$ cat config.mk
export PLATFORM = sky130hd
export DESIGN_NAME = bk_multiword_adder_flat
export DESIGN_NICKNAME = d
export VERILOG_FILES = /design/src/rtl/bk_pkg.sv /design/src/rtl/bk_multiword_adder_if.sv /design/src/rtl/bk_adder_32bit.sv /design/src/rtl/bk_multiword_adder.sv /design/src/flat_wrapper.sv
export SDC_FILE = /design/constraint.sdc
export NUM_CORES = 1
export LEC_CHECK = 0
export ABC_AREA = 1
export CAP_MARGIN = 20
export CORE_MARGIN = 2
export CORE_UTILIZATION = 51
export DETAILED_ROUTE_END_ITERATION = 10
export PLACE_DENSITY = 0.84
export SETUP_SLACK_MARGIN = 0.3
export SLEW_MARGIN = 5
export SYNTH_ARGS = -nofsm -noshare
export SYNTH_HDL_FRONTEND = slang
export SYNTH_SLANG_ARGS = --single-unit
$ cat constraint.sdc
create_clock -name clk -period 4.52 [get_ports clk]
set_input_delay 1.13 -clock clk [delete_from_list [all_inputs] [get_ports clk]]
set_output_delay 1.13 -clock clk [all_outputs]
set_load 0.01 [all_outputs]
$ cat src/rtl/bk_pkg.sv
// Shared definitions for the Brent-Kung adder family: slice width,
// multi-word limits and the sequencer state encoding.
package bk_pkg;

    localparam int BK_SLICE_W      = 32;
    localparam int BK_MW_MAX_WORDS = 16;
    localparam int BK_MW_IDX_W     = 4;

    typedef enum logic [1:0] {
        IDLE,
        RUN,
        DONE
    } bk_mw_state_t;

endpackage

$ cat src/rtl/bk_multiword_adder_if.sv
// Request/response bundle for bk_multiword_adder.
// The sub signal exists only when BK_MWADD_SUB_EN is defined.
interface bk_multiword_adder_if
    import bk_pkg::*;
#(
    parameter int WORDS = 4
);

    logic                        in_valid;
    logic                        in_ready;
    logic [WORDS*BK_SLICE_W-1:0] a;
    logic [WORDS*BK_SLICE_W-1:0] b;
    logic                        cin;
`ifdef BK_MWADD_SUB_EN
    logic                        sub;
`endif
    logic                        out_valid;
    logic                        out_ready;
    logic [WORDS*BK_SLICE_W-1:0] sum;
    logic                        cout;
    logic                        ovf;

    modport master (
        output in_valid, a, b, cin,
`ifdef BK_MWADD_SUB_EN
        output sub,
`endif
        output out_ready,
        input  in_ready, out_valid, sum, cout, ovf
    );

    modport slave (
        input  in_valid, a, b, cin,
`ifdef BK_MWADD_SUB_EN
        input  sub,
`endif
        input  out_ready,
        output in_ready, out_valid, sum, cout, ovf
    );

endinterface

$ cat src/rtl/bk_adder_32bit.sv
// 32-bit Brent-Kung parallel-prefix adder core (combinational).
module bk_adder_32bit (
    input  logic [31:0] a,
    input  logic [31:0] b,
    input  logic        cin,
    output logic [31:0] sum,
    output logic        cout
);

    logic [31:0] gg;
    logic [31:0] pp;

    // Prefix tree: up-sweep builds power-of-two spans, down-sweep fills the gaps;
    // cin is folded into bit 0's generate so gg[i] is the carry out of bit i.
    always_comb begin
        gg    = a & b;
        pp    = a ^ b;
        gg[0] = gg[0] | (pp[0] & cin);
        for (int unsigned lvl = 0; lvl < 5; lvl++) begin
            for (int unsigned i = (2 << lvl) - 1; i < 32; i += (2 << lvl)) begin
                gg[5'(i)] = gg[5'(i)] | (pp[5'(i)] & gg[5'(i - (1 << lvl))]);
                pp[5'(i)] = pp[5'(i)] & pp[5'(i - (1 << lvl))];
            end
        end
        for (int unsigned k = 0; k < 4; k++) begin
            for (int unsigned i = 3 * (1 << (3 - k)) - 1; i < 32; i += (2 << (3 - k))) begin
                gg[5'(i)] = gg[5'(i)] | (pp[5'(i)] & gg[5'(i - (1 << (3 - k)))]);
                pp[5'(i)] = pp[5'(i)] & pp[5'(i - (1 << (3 - k)))];
            end
        end
        sum  = (a ^ b) ^ {gg[30:0], cin};
        cout = gg[31];
    end

endmodule

$ cat src/rtl/bk_multiword_adder.sv
// Sequential WORDS x 32-bit adder: one slice per cycle through a single
// bk_adder_32bit, carry rippled through carry_q.
// Optional subtract support is enabled by defining BK_MWADD_SUB_EN.
module bk_multiword_adder
    import bk_pkg::*;
#(
    parameter int WORDS = 4,
    parameter int WIDTH = BK_SLICE_W
) (
    input logic                 clk,
    input logic                 rst_n,
    bk_multiword_adder_if.slave bus
);

    localparam int                     TOTAL_W  = WORDS * WIDTH;
    localparam logic [BK_MW_IDX_W-1:0] LAST_IDX = BK_MW_IDX_W'(WORDS - 1);

    bk_mw_state_t           state_q, state_d;
    logic [BK_MW_IDX_W-1:0] idx_q;
    logic [TOTAL_W-1:0]     a_q, beff_q, sum_q;
    logic                   carry_q, cout_q, ovf_q;
    logic [TOTAL_W-1:0]     beff_in;
    logic                   carry_in;
    logic [WIDTH-1:0]       a_slice, b_slice, core_sum;
    logic                   core_cout;
    logic                   accept;

`ifdef BK_MWADD_SUB_EN
    assign beff_in  = bus.sub ? ~bus.b : bus.b;
    assign carry_in = bus.cin ^ bus.sub;
`else
    assign beff_in  = bus.b;
    assign carry_in = bus.cin;
`endif

    assign accept        = bus.in_valid && (state_q == IDLE);
    assign bus.in_ready  = (state_q == IDLE);
    assign bus.out_valid = (state_q == DONE);
    assign bus.sum       = sum_q;
    assign bus.cout      = cout_q;
    assign bus.ovf       = ovf_q;

    // Select the operand slice addressed by idx_q for the shared core.
    always_comb begin
        a_slice = '0;
        b_slice = '0;
        for (int unsigned w = 0; w < WORDS; w++) begin
            if (idx_q == BK_MW_IDX_W'(w)) begin
                a_slice = a_q[w*WIDTH +: WIDTH];
                b_slice = beff_q[w*WIDTH +: WIDTH];
            end
        end
    end

    bk_adder_32bit u_core (
        .a    (a_slice),
        .b    (b_slice),
        .cin  (carry_q),
        .sum  (core_sum),
        .cout (core_cout)
    );

    // State register.
    always_ff @(posedge clk or negedge rst_n) begin
        if (!rst_n) state_q <= IDLE;
        else        state_q <= state_d;
    end

    // Next-state decode.
    always_comb begin
        state_d = state_q;
        case (state_q)
            IDLE:    if (accept)            state_d = RUN;
            RUN:     if (idx_q == LAST_IDX) state_d = DONE;
            DONE:    if (bus.out_ready)     state_d = IDLE;
            default:                        state_d = IDLE;
        endcase
    end

    // Operand capture, slice-by-slice accumulation and final flag capture.
    always_ff @(posedge clk or negedge rst_n) begin
        if (!rst_n) begin
            a_q     <= '0;
            beff_q  <= '0;
            sum_q   <= '0;
            idx_q   <= '0;
            carry_q <= 1'b0;
            cout_q  <= 1'b0;
            ovf_q   <= 1'b0;
        end else begin
            case (state_q)
                IDLE: begin
                    if (accept) begin
                        a_q     <= bus.a;
                        beff_q  <= beff_in;
                        carry_q <= carry_in;
                        idx_q   <= '0;
                    end
                end
                RUN: begin
                    for (int unsigned w = 0; w < WORDS; w++) begin
                        if (idx_q == BK_MW_IDX_W'(w)) sum_q[w*WIDTH +: WIDTH] <= core_sum;
                    end
                    carry_q <= core_cout;
                    idx_q   <= idx_q + 1'b1;
                    if (idx_q == LAST_IDX) begin
                        cout_q <= core_cout;
                        ovf_q  <= (a_slice[WIDTH-1] == b_slice[WIDTH-1]) &&
                                  (core_sum[WIDTH-1] != a_slice[WIDTH-1]);
                    end
                end
                default: ;
            endcase
        end
    end

endmodule

$ cat src/flat_wrapper.sv
// flat-port wrapper written by rule: the top's interface ports become plain ports
module bk_multiword_adder_flat import bk_pkg::*;
#(
    parameter int WORDS = 4,
    parameter int WIDTH = BK_SLICE_W
)
  (clk, rst_n, bus_in_valid, bus_a, bus_b, bus_cin, bus_out_ready, bus_in_ready, bus_out_valid, bus_sum, bus_cout, bus_ovf);
  bk_multiword_adder_if #(.WORDS(WORDS)) bus_i ();
  input logic clk;
  input logic rst_n;
  input wire logic [$bits(bus_i.in_valid)-1:0] bus_in_valid;
  input wire logic [$bits(bus_i.a)-1:0] bus_a;
  input wire logic [$bits(bus_i.b)-1:0] bus_b;
  input wire logic [$bits(bus_i.cin)-1:0] bus_cin;
  input wire logic [$bits(bus_i.out_ready)-1:0] bus_out_ready;
  output wire logic [$bits(bus_i.in_ready)-1:0] bus_in_ready;
  output wire logic [$bits(bus_i.out_valid)-1:0] bus_out_valid;
  output wire logic [$bits(bus_i.sum)-1:0] bus_sum;
  output wire logic [$bits(bus_i.cout)-1:0] bus_cout;
  output wire logic [$bits(bus_i.ovf)-1:0] bus_ovf;
  assign bus_i.in_valid = bus_in_valid;
  assign bus_i.a = bus_a;
  assign bus_i.b = bus_b;
  assign bus_i.cin = bus_cin;
  assign bus_i.out_ready = bus_out_ready;
  assign bus_in_ready = bus_i.in_ready;
  assign bus_out_valid = bus_i.out_valid;
  assign bus_sum = bus_i.sum;
  assign bus_cout = bus_i.cout;
  assign bus_ovf = bus_i.ovf;
  bk_multiword_adder #(.WORDS(WORDS), .WIDTH(WIDTH)) u_core (.clk(clk), .rst_n(rst_n), .bus(bus_i));
endmodule
After elaboration in Yosys (flattened, before gate mapping) --
Cells that the tools add are included.
Operators by class: add/sub/neg operators 1, $mul 0, divide/modulo/power cells 0, magnitude comparators 0, eq/ne operators 10, shift operators 0, mux-type cells 16, bitwise logic cells 145, reduce and logical (&&, ||, !) cells 12
Operator list (number):
- two-way mux 32 bit | 8
- AND 1 bit | 84
- bitwise XOR 32 bit | 2
- OR 1 bit | 58
- AND 32 bit | 1
- AND reduction 2 bit | 6
- == test 4 x 2 -> 1 bit, second input constant | 2
- one-hot mux 4 bit (2 select lines) | 1
- two-way mux 2 bit | 3
- one-hot mux 2 bit (3 select lines) | 1
- adder 4 x 1 -> 4 bit, second input constant | 1
- == test 4 x 1 -> 1 bit, second input constant | 1
- logical NOT 4 bit | 1
- two-way mux 4 bit | 1
- inequality test 2 bit, second input constant | 2
- AND reduction 3 bit | 1
- == test 2 x 1 -> 1 bit, second input constant | 1
- == test 2 bit, second input constant | 1
- logical AND 1 bit | 2
- logical NOT 2 bit | 1
- inequality test 2 x 1 -> 1 bit, second input constant | 1
- one-hot mux 1 bit (2 select lines) | 1
- nonzero test 2 bit | 1
- == test 1 bit | 1
- 2 further kinds | 2
Storage, ports and cells: bits in registers 393, latch bits 0, bits in writable memories 0, ROM bits 0, word-level logic and storage cells 195, memories kept 0

Logic depth before layout (Yosys ltp) --
depth after elaboration 27, gate-level depth with buffers 27

Hierarchy --
From an unflattened synthesis, not the netlist that was laid out.
Second synthesis, totals: cell total of the unflattened synthesis 1660, area total of the unflattened synthesis 18003.5 µm²
Modules (own cells, without submodules):
- bk_multiword_adder | instances 1, cells an instance 1488, area an instance 16648.5 µm², seq. area each 9834.4 µm²
- bk_adder_32bit | instances 1, cells an instance 172, area an instance 1355.0 µm², seq. area each 0.0 µm²

Least setup slack after synthesis --
No wires, ideal clock.
path type reg2reg, start point register u_core.idx_q[1], end point register u_core.sum_q[118] (netlist: u_core.bus.sum[118]), arrival 3.908 ns, data required time 4.443 ns, path slack 0.534 ns, stages on the path, launching flop included 23, buffers on the path 2, period minus slack after synthesis 3.986 ns, cell sequence dfrtp_1 > inv_1 > ha_1 > and2_1 > buf_4 > buf_2 > a221oi_1 > o21ai_1 > fa_1 > fa_1 > nand2_1 > nand2_1 > nand3_1 > nand2_1 > nand2_1 > nand2_1 > inv_1 > nor2_1 > nor2_1 > nor2_1 > nor2_1 > fa_1 > o21ai_1
On the way: longest elaborated chain between the ends 21, elaborated cells between the ends (all ways) 75, classes of those cells eq/ne (3); mux (8); bitwise (62); reduce/logical (2)
RTL lines:
- start, declared | RTL line bk_multiword_adder.sv:19 | logic [BK_MW_IDX_W-1:0] idx_q;
- start signal, assigned | RTL line bk_multiword_adder.sv:105 | idx_q <= idx_q + 1'b1;
- logical NOT 4 bit | RTL line bk_multiword_adder.sv:48 | if (idx_q == BK_MW_IDX_W'(w)) begin
- two-way mux 32 bit (4 in a row) | RTL line bk_multiword_adder.sv:48
- bitwise XOR 32 bit | RTL line bk_adder_32bit.sv:17, bk_adder_32bit.sv:31
- AND 1 bit | RTL line bk_adder_32bit.sv:18 | gg[0] = gg[0] | (pp[0] & cin);
- OR 1 bit | RTL line bk_adder_32bit.sv:18
- AND 1 bit | RTL line bk_adder_32bit.sv:21 | gg[5'(i)] = gg[5'(i)] | (pp[5'(i)] & gg[5'(i - (1 << lvl))]);
- OR 1 bit | RTL line bk_adder_32bit.sv:21
- AND 1 bit | RTL line bk_adder_32bit.sv:21
- (+2 left out)
- OR 1 bit | RTL line bk_adder_32bit.sv:21
- AND 1 bit | RTL line bk_adder_32bit.sv:21
- OR 1 bit | RTL line bk_adder_32bit.sv:21
- AND 1 bit | RTL line bk_adder_32bit.sv:27 | gg[5'(i)] = gg[5'(i)] | (pp[5'(i)] & gg[5'(i - (1 << (3 - k)))]);
- OR 1 bit | RTL line bk_adder_32bit.sv:27
- AND 1 bit | RTL line bk_adder_32bit.sv:27
- OR 1 bit | RTL line bk_adder_32bit.sv:27
- bitwise XOR 32 bit | RTL line bk_adder_32bit.sv:31 | sum = (a ^ b) ^ {gg[30:0], cin};
- end signal, assigned by index | RTL line bk_multiword_adder.sv:102 | if (idx_q == BK_MW_IDX_W'(w)) sum_q[w*WIDTH +: WIDTH] <= core_sum;
- end, declared | RTL line bk_multiword_adder.sv:20 | logic [TOTAL_W-1:0] a_q, beff_q, sum_q;
Several ways; a longest one is shown, not always the timed one. A chain may end at the register's enable or synchronous reset.

Worst setup path in the final report --
start point register u_core.idx_q[0], end point register u_core.sum_q[43] (netlist: u_core.bus.sum[43])
On the way: longest elaborated chain between the ends 19, elaborated cells between the ends (all ways) 43, classes of those cells eq/ne (3); mux (8); bitwise (30); reduce/logical (2)
RTL lines (RTL line):
- logical NOT 4 bit | bk_multiword_adder.sv:48
- two-way mux 32 bit (4 in a row) | bk_multiword_adder.sv:48
- bitwise XOR 32 bit | bk_adder_32bit.sv:17, bk_adder_32bit.sv:31
- AND 1 bit | bk_adder_32bit.sv:18
- OR 1 bit | bk_adder_32bit.sv:18
- AND 1 bit | bk_adder_32bit.sv:21
- OR 1 bit | bk_adder_32bit.sv:21
- AND 1 bit | bk_adder_32bit.sv:21
- OR 1 bit | bk_adder_32bit.sv:21
- AND 1 bit | bk_adder_32bit.sv:21
- OR 1 bit | bk_adder_32bit.sv:21
- AND 1 bit | bk_adder_32bit.sv:27
- OR 1 bit | bk_adder_32bit.sv:27
- AND 1 bit | bk_adder_32bit.sv:27
- OR 1 bit | bk_adder_32bit.sv:27
- bitwise XOR 32 bit | bk_adder_32bit.sv:31
Several ways; a longest one is shown, not always the timed one.

==> run metrics <==
max_slew headroom=0.293; dpl hpwl=40000 um; sequential power share=0.303; status=complete, no violations; NumNets Final=2353; Reg2Reg Depth=18; Total GRT Usage=0.300; Rows=about 70; Combinational Power Share=0.524; Pre-Repair DR Iteration Count=5; WP data required=approximately 5.0 ns; # DRC=0; fillcell total=approximately 2500; Clock Path Buffers=3; Hold WC Path Type=flop to flop; P_leak=10.9 nW; setup slack, reg-to-reg=slightly below 0.5 ns; top cells by area, synth=dfrtp_1 (55%), mux2_2 (12%), nand2_1 (8.7%); vias=approximately 14000; Pins Over Slew Limit=0; syn_nets=slightly below 2000; Fin Setup TNS=0 ns; GR Util met1=0.389; starting density of the core=0.518; DRT antenna net count=0; DRT iter0 DRCs=1082; Mapped Area=17800 um2; post-synthesis mux area share=0.149; Die Ht=191 um; Tcrit/Tclk final=0.893; Placer Congestion=0.866; total clock sinks=393; Net Sw Frac=0.420; RR Endpoint=u_core.bus.sum[43]; Ports=393; internal power=between 0.01 and 0.015 W; Worst Hold Path Cells=2; largest family of logic cells by synthesized area=multiplexers; Crit Path Category=flop to flop; Post-Syn Instances=approximately 1700; vias in the first global route=around 15000; core box area=34500 um2; #FFs+latches synth=a little under 400; initial antenna violation count=7; Worst-path clk slew=~0.060 ns; most used routing layer=met2; sequential area share after synthesis=0.551; Clk pwr share=0.173; Layout area overhead=34.8%; Synth cell types=43; average wire per standard cell=~22 um; Die X=191 um; Reg2Reg Launch Point=u_core.idx_q[0]; Peak Freq=about 0.25 GHz; DR vias/cell=5.61; input/output buffers=slightly below 400; Worst setup EP type=flop; Setup violations, final=0; first-pass GRT wire length=slightly above 80000 um; Non-Filler Instances=between 2000 and 3000; Worst Path Max Fanout=48; Placed Cells=~2400; Final Skew=0.0211 ns; post-synthesis simple-gate area fraction=0.109; largest net degree at the start of global routing=between 90 and 100; leading area contributor after synthesis=dfrtp_1; count of warnings emitted by yosys=0; worst ir drop on vdd=between 0.4 and 0.5 mV; share of cells above drive strength 1=0.191; Mean Syn Cell Area=10.8 um2; Adder-Cell Fraction of Synth Area=0.0429; H-tree levels=2; Worst EP arrival=4.50 ns; Post-Synth XOR/XNOR Area=0.00835; hold_sp=u_core.bus.sum[25]; Max-cap violations=0; Worst-Skew Late Latency=~0.53 ns; die area=~36000 um2; Hold Crit Endpoint=u_core.bus.sum[25]; post-layout min period=4.04 ns; grt ovf=0; Clk Tree Root Cell=clkbuf_16; Post-Route WL=approximately 55000 um; top cell type's share of synthesized area=0.551; unrepaired setup endpoints after global routing=no; met2 Use GR=0.492; CTS tree=built; CP Launch Type=flop; Psw=between 0.008 and 0.009 W; TritonCTS Buffers=41; power per cell area=between 800 and 900 nW/um2; final hold violation count=0; Worst-Margin Slew=approximately 1.1 ns; met3 Track Usage GR=0.0597; post-synthesis compound-gate area fraction=0.0947
-- metrics by stage --
| stage | hold WS (ns) | setup slack, ns | power [W] | area, um2 | utilization |
|---|---|---|---|---|---|
| after floorplan | 0.465 | 0.534 | 0.0121 | 17800 | - |
| after global placement | 0.455 | 0.253 | 0.0160 | 22200 | 0.645 |
| after detailed placement | 0.458 | 0.146 | 0.0164 | 22200 | 0.645 |
| after CTS | 0.473 | 0.303 | 0.0203 | 23800 | 0.689 |
| after global routing | 0.497 | 0.224 | 0.0219 | 24000 | 0.698 |
| final | 0.473 | 0.482 | 0.0208 | 24000 | 0.698 |
-- logic make-up after synthesis --
group	count (synthesis)
AND/OR/NAND/NOR	490
flip-flops	393
AO/OA/AOI/OAI	288
multiplexers	236
buffers and inverters	181
adder cells (fa/ha/maj)	51
XOR/XNOR	17
-- how the worst max path moves through the flow --
| stage | startpoint | to | slack (ns) | cells past startpoint |
|---|---|---|---|---|
| 2_1_floorplan | u_core.idx_q[1] | u_core.bus.sum[118] | 0.53 | 22 |
| 3_3_place_gp | u_core.idx_q[1] | u_core.bus.sum[54] | 0.25 | 20 |
| 3_5_place_dp | u_core.idx_q[1] | u_core.bus.sum[118] | 0.15 | 20 |
| 4_1_cts | u_core.idx_q[1] | u_core.bus.sum[118] | 0.30 | 23 |
| 5_1_grt | u_core.idx_q[0] | u_core.bus.sum[29] | 0.22 | 24 |
| 6_report | u_core.idx_q[0] | u_core.bus.sum[43] | 0.48 | 18 |
-- placed cells by master (no fill, tap or decap), drive strengths merged, types with 2 or more instances in the layout --
| cell type | instances |
|---|---|
| or2 | 2 |
| clkdlybuf4s50 | 391 |
| a31oi | 2 |
| a221oi | 19 |
| bufinv | 7 |
| a22o | 10 |
| nor2 | 42 |
| buf | 44 |
| mux2 | 236 |
| ha | 34 |
| o21ai | 173 |
| nand3 | 25 |
| clkbuf | 55 |
| xor2 | 4 |
| inv | 87 |
| a22oi | 15 |
| o22ai | 10 |
| nand2 | 416 |
| nand4 | 2 |
| diode | 7 |
| a21o | 3 |
| fa | 17 |
| clkinvlp | 4 |
| o211ai | 11 |
| a21oi | 41 |
| dfrtp | 393 |
| clkinv | 6 |
| xnor2 | 13 |
-- registers in the layout, indices dropped and copies added (netlist names) --
name	flops
u_core.idx_q	4
u_core.bus.cout	1
u_core.bus.sum	128
u_core.state_q	2
u_core.a_q	128
u_core.carry_q	1
u_core.bus.ovf	1
u_core.beff_q	128
-- metal layers --
| layer | share of wire | vias up |
|---|---|---|
| li1 | - | 6361 |
| met1 | 0.39 | 7039 |
| met2 | 0.48 | 656 |
| met3 | 0.080 | 148 |
| met4 | 0.046 | 4 |
| met5 | 0.00042 | - |
-- repair_timing --
action                                 CTS  global route
endpoints found under the hold margin    0             0
hold buffers                             0             0
resized for setup                        8            37
setup endpoints to repair               38            72
buffers inserted                         6             6
pin swaps                                2             8
gates cloned                             0             2
-- cells in the mapped netlist, drive strengths merged --
cell and count:
a22o 10, a21oi 41, a31o 1, fa 17
a22oi 15, dfrtp 393, or2 2, nand4 2
nor3 1, nor2 42, clkbuf 31, and2 1
xnor2 13, a211oi 1, o31ai 1, nand3 25
o211ai 11, ha 34, mux2 236, nor4 1
buf 64, a31oi 2, a21o 3, o21ai 173
inv 86, o22ai 10, a221oi 19, o21bai 1
xor2 4, nand2 416
-- power groups by stage --
stage	combinational (W)	sequential, W	clock [W]
6_report	0.0109	0.00629	0.00359
5_1_grt	0.0117	0.00643	0.00378
4_1_cts	0.0104	0.00624	0.00362
3_5_place_dp	0.0102	0.00627	0
3_3_place_gp	0.00982	0.00620	0
2_1_floorplan	0.00596	0.00612	0
-- layout make-up --
class,count,area (um2),area share
clock inverters,18,279,0.0116
clock buffers,53,1150,0.0479
flip-flops and latches,393,9840,0.409
repair buffers,437,4490,0.187
inverters,86,323,0.0134
multi-input cells,1082,7380,0.307
diodes,7,17.5,0.000729
well taps,455,569,0.0237
-- worst max-delay path, stage by stage (launching register included) --
cell     delay, ns
dfrtp_2       0.42
inv_2         0.08
ha_1          0.23
nand2_4       0.12
buf_16        0.24
nand3_1       0.13
o21ai_1       0.12
o21ai_2       0.08
fa_2          0.40
fa_2          0.41
nand2_1       0.08
nand2_1       0.06
nand3_1       0.09
nand2_2       0.08
a31o_2        0.22
fa_1          0.43
xor2_1        0.51
nand2_1       0.14
nand2_1       0.09
No activity file was read; power rests on OpenSTA's default activity.
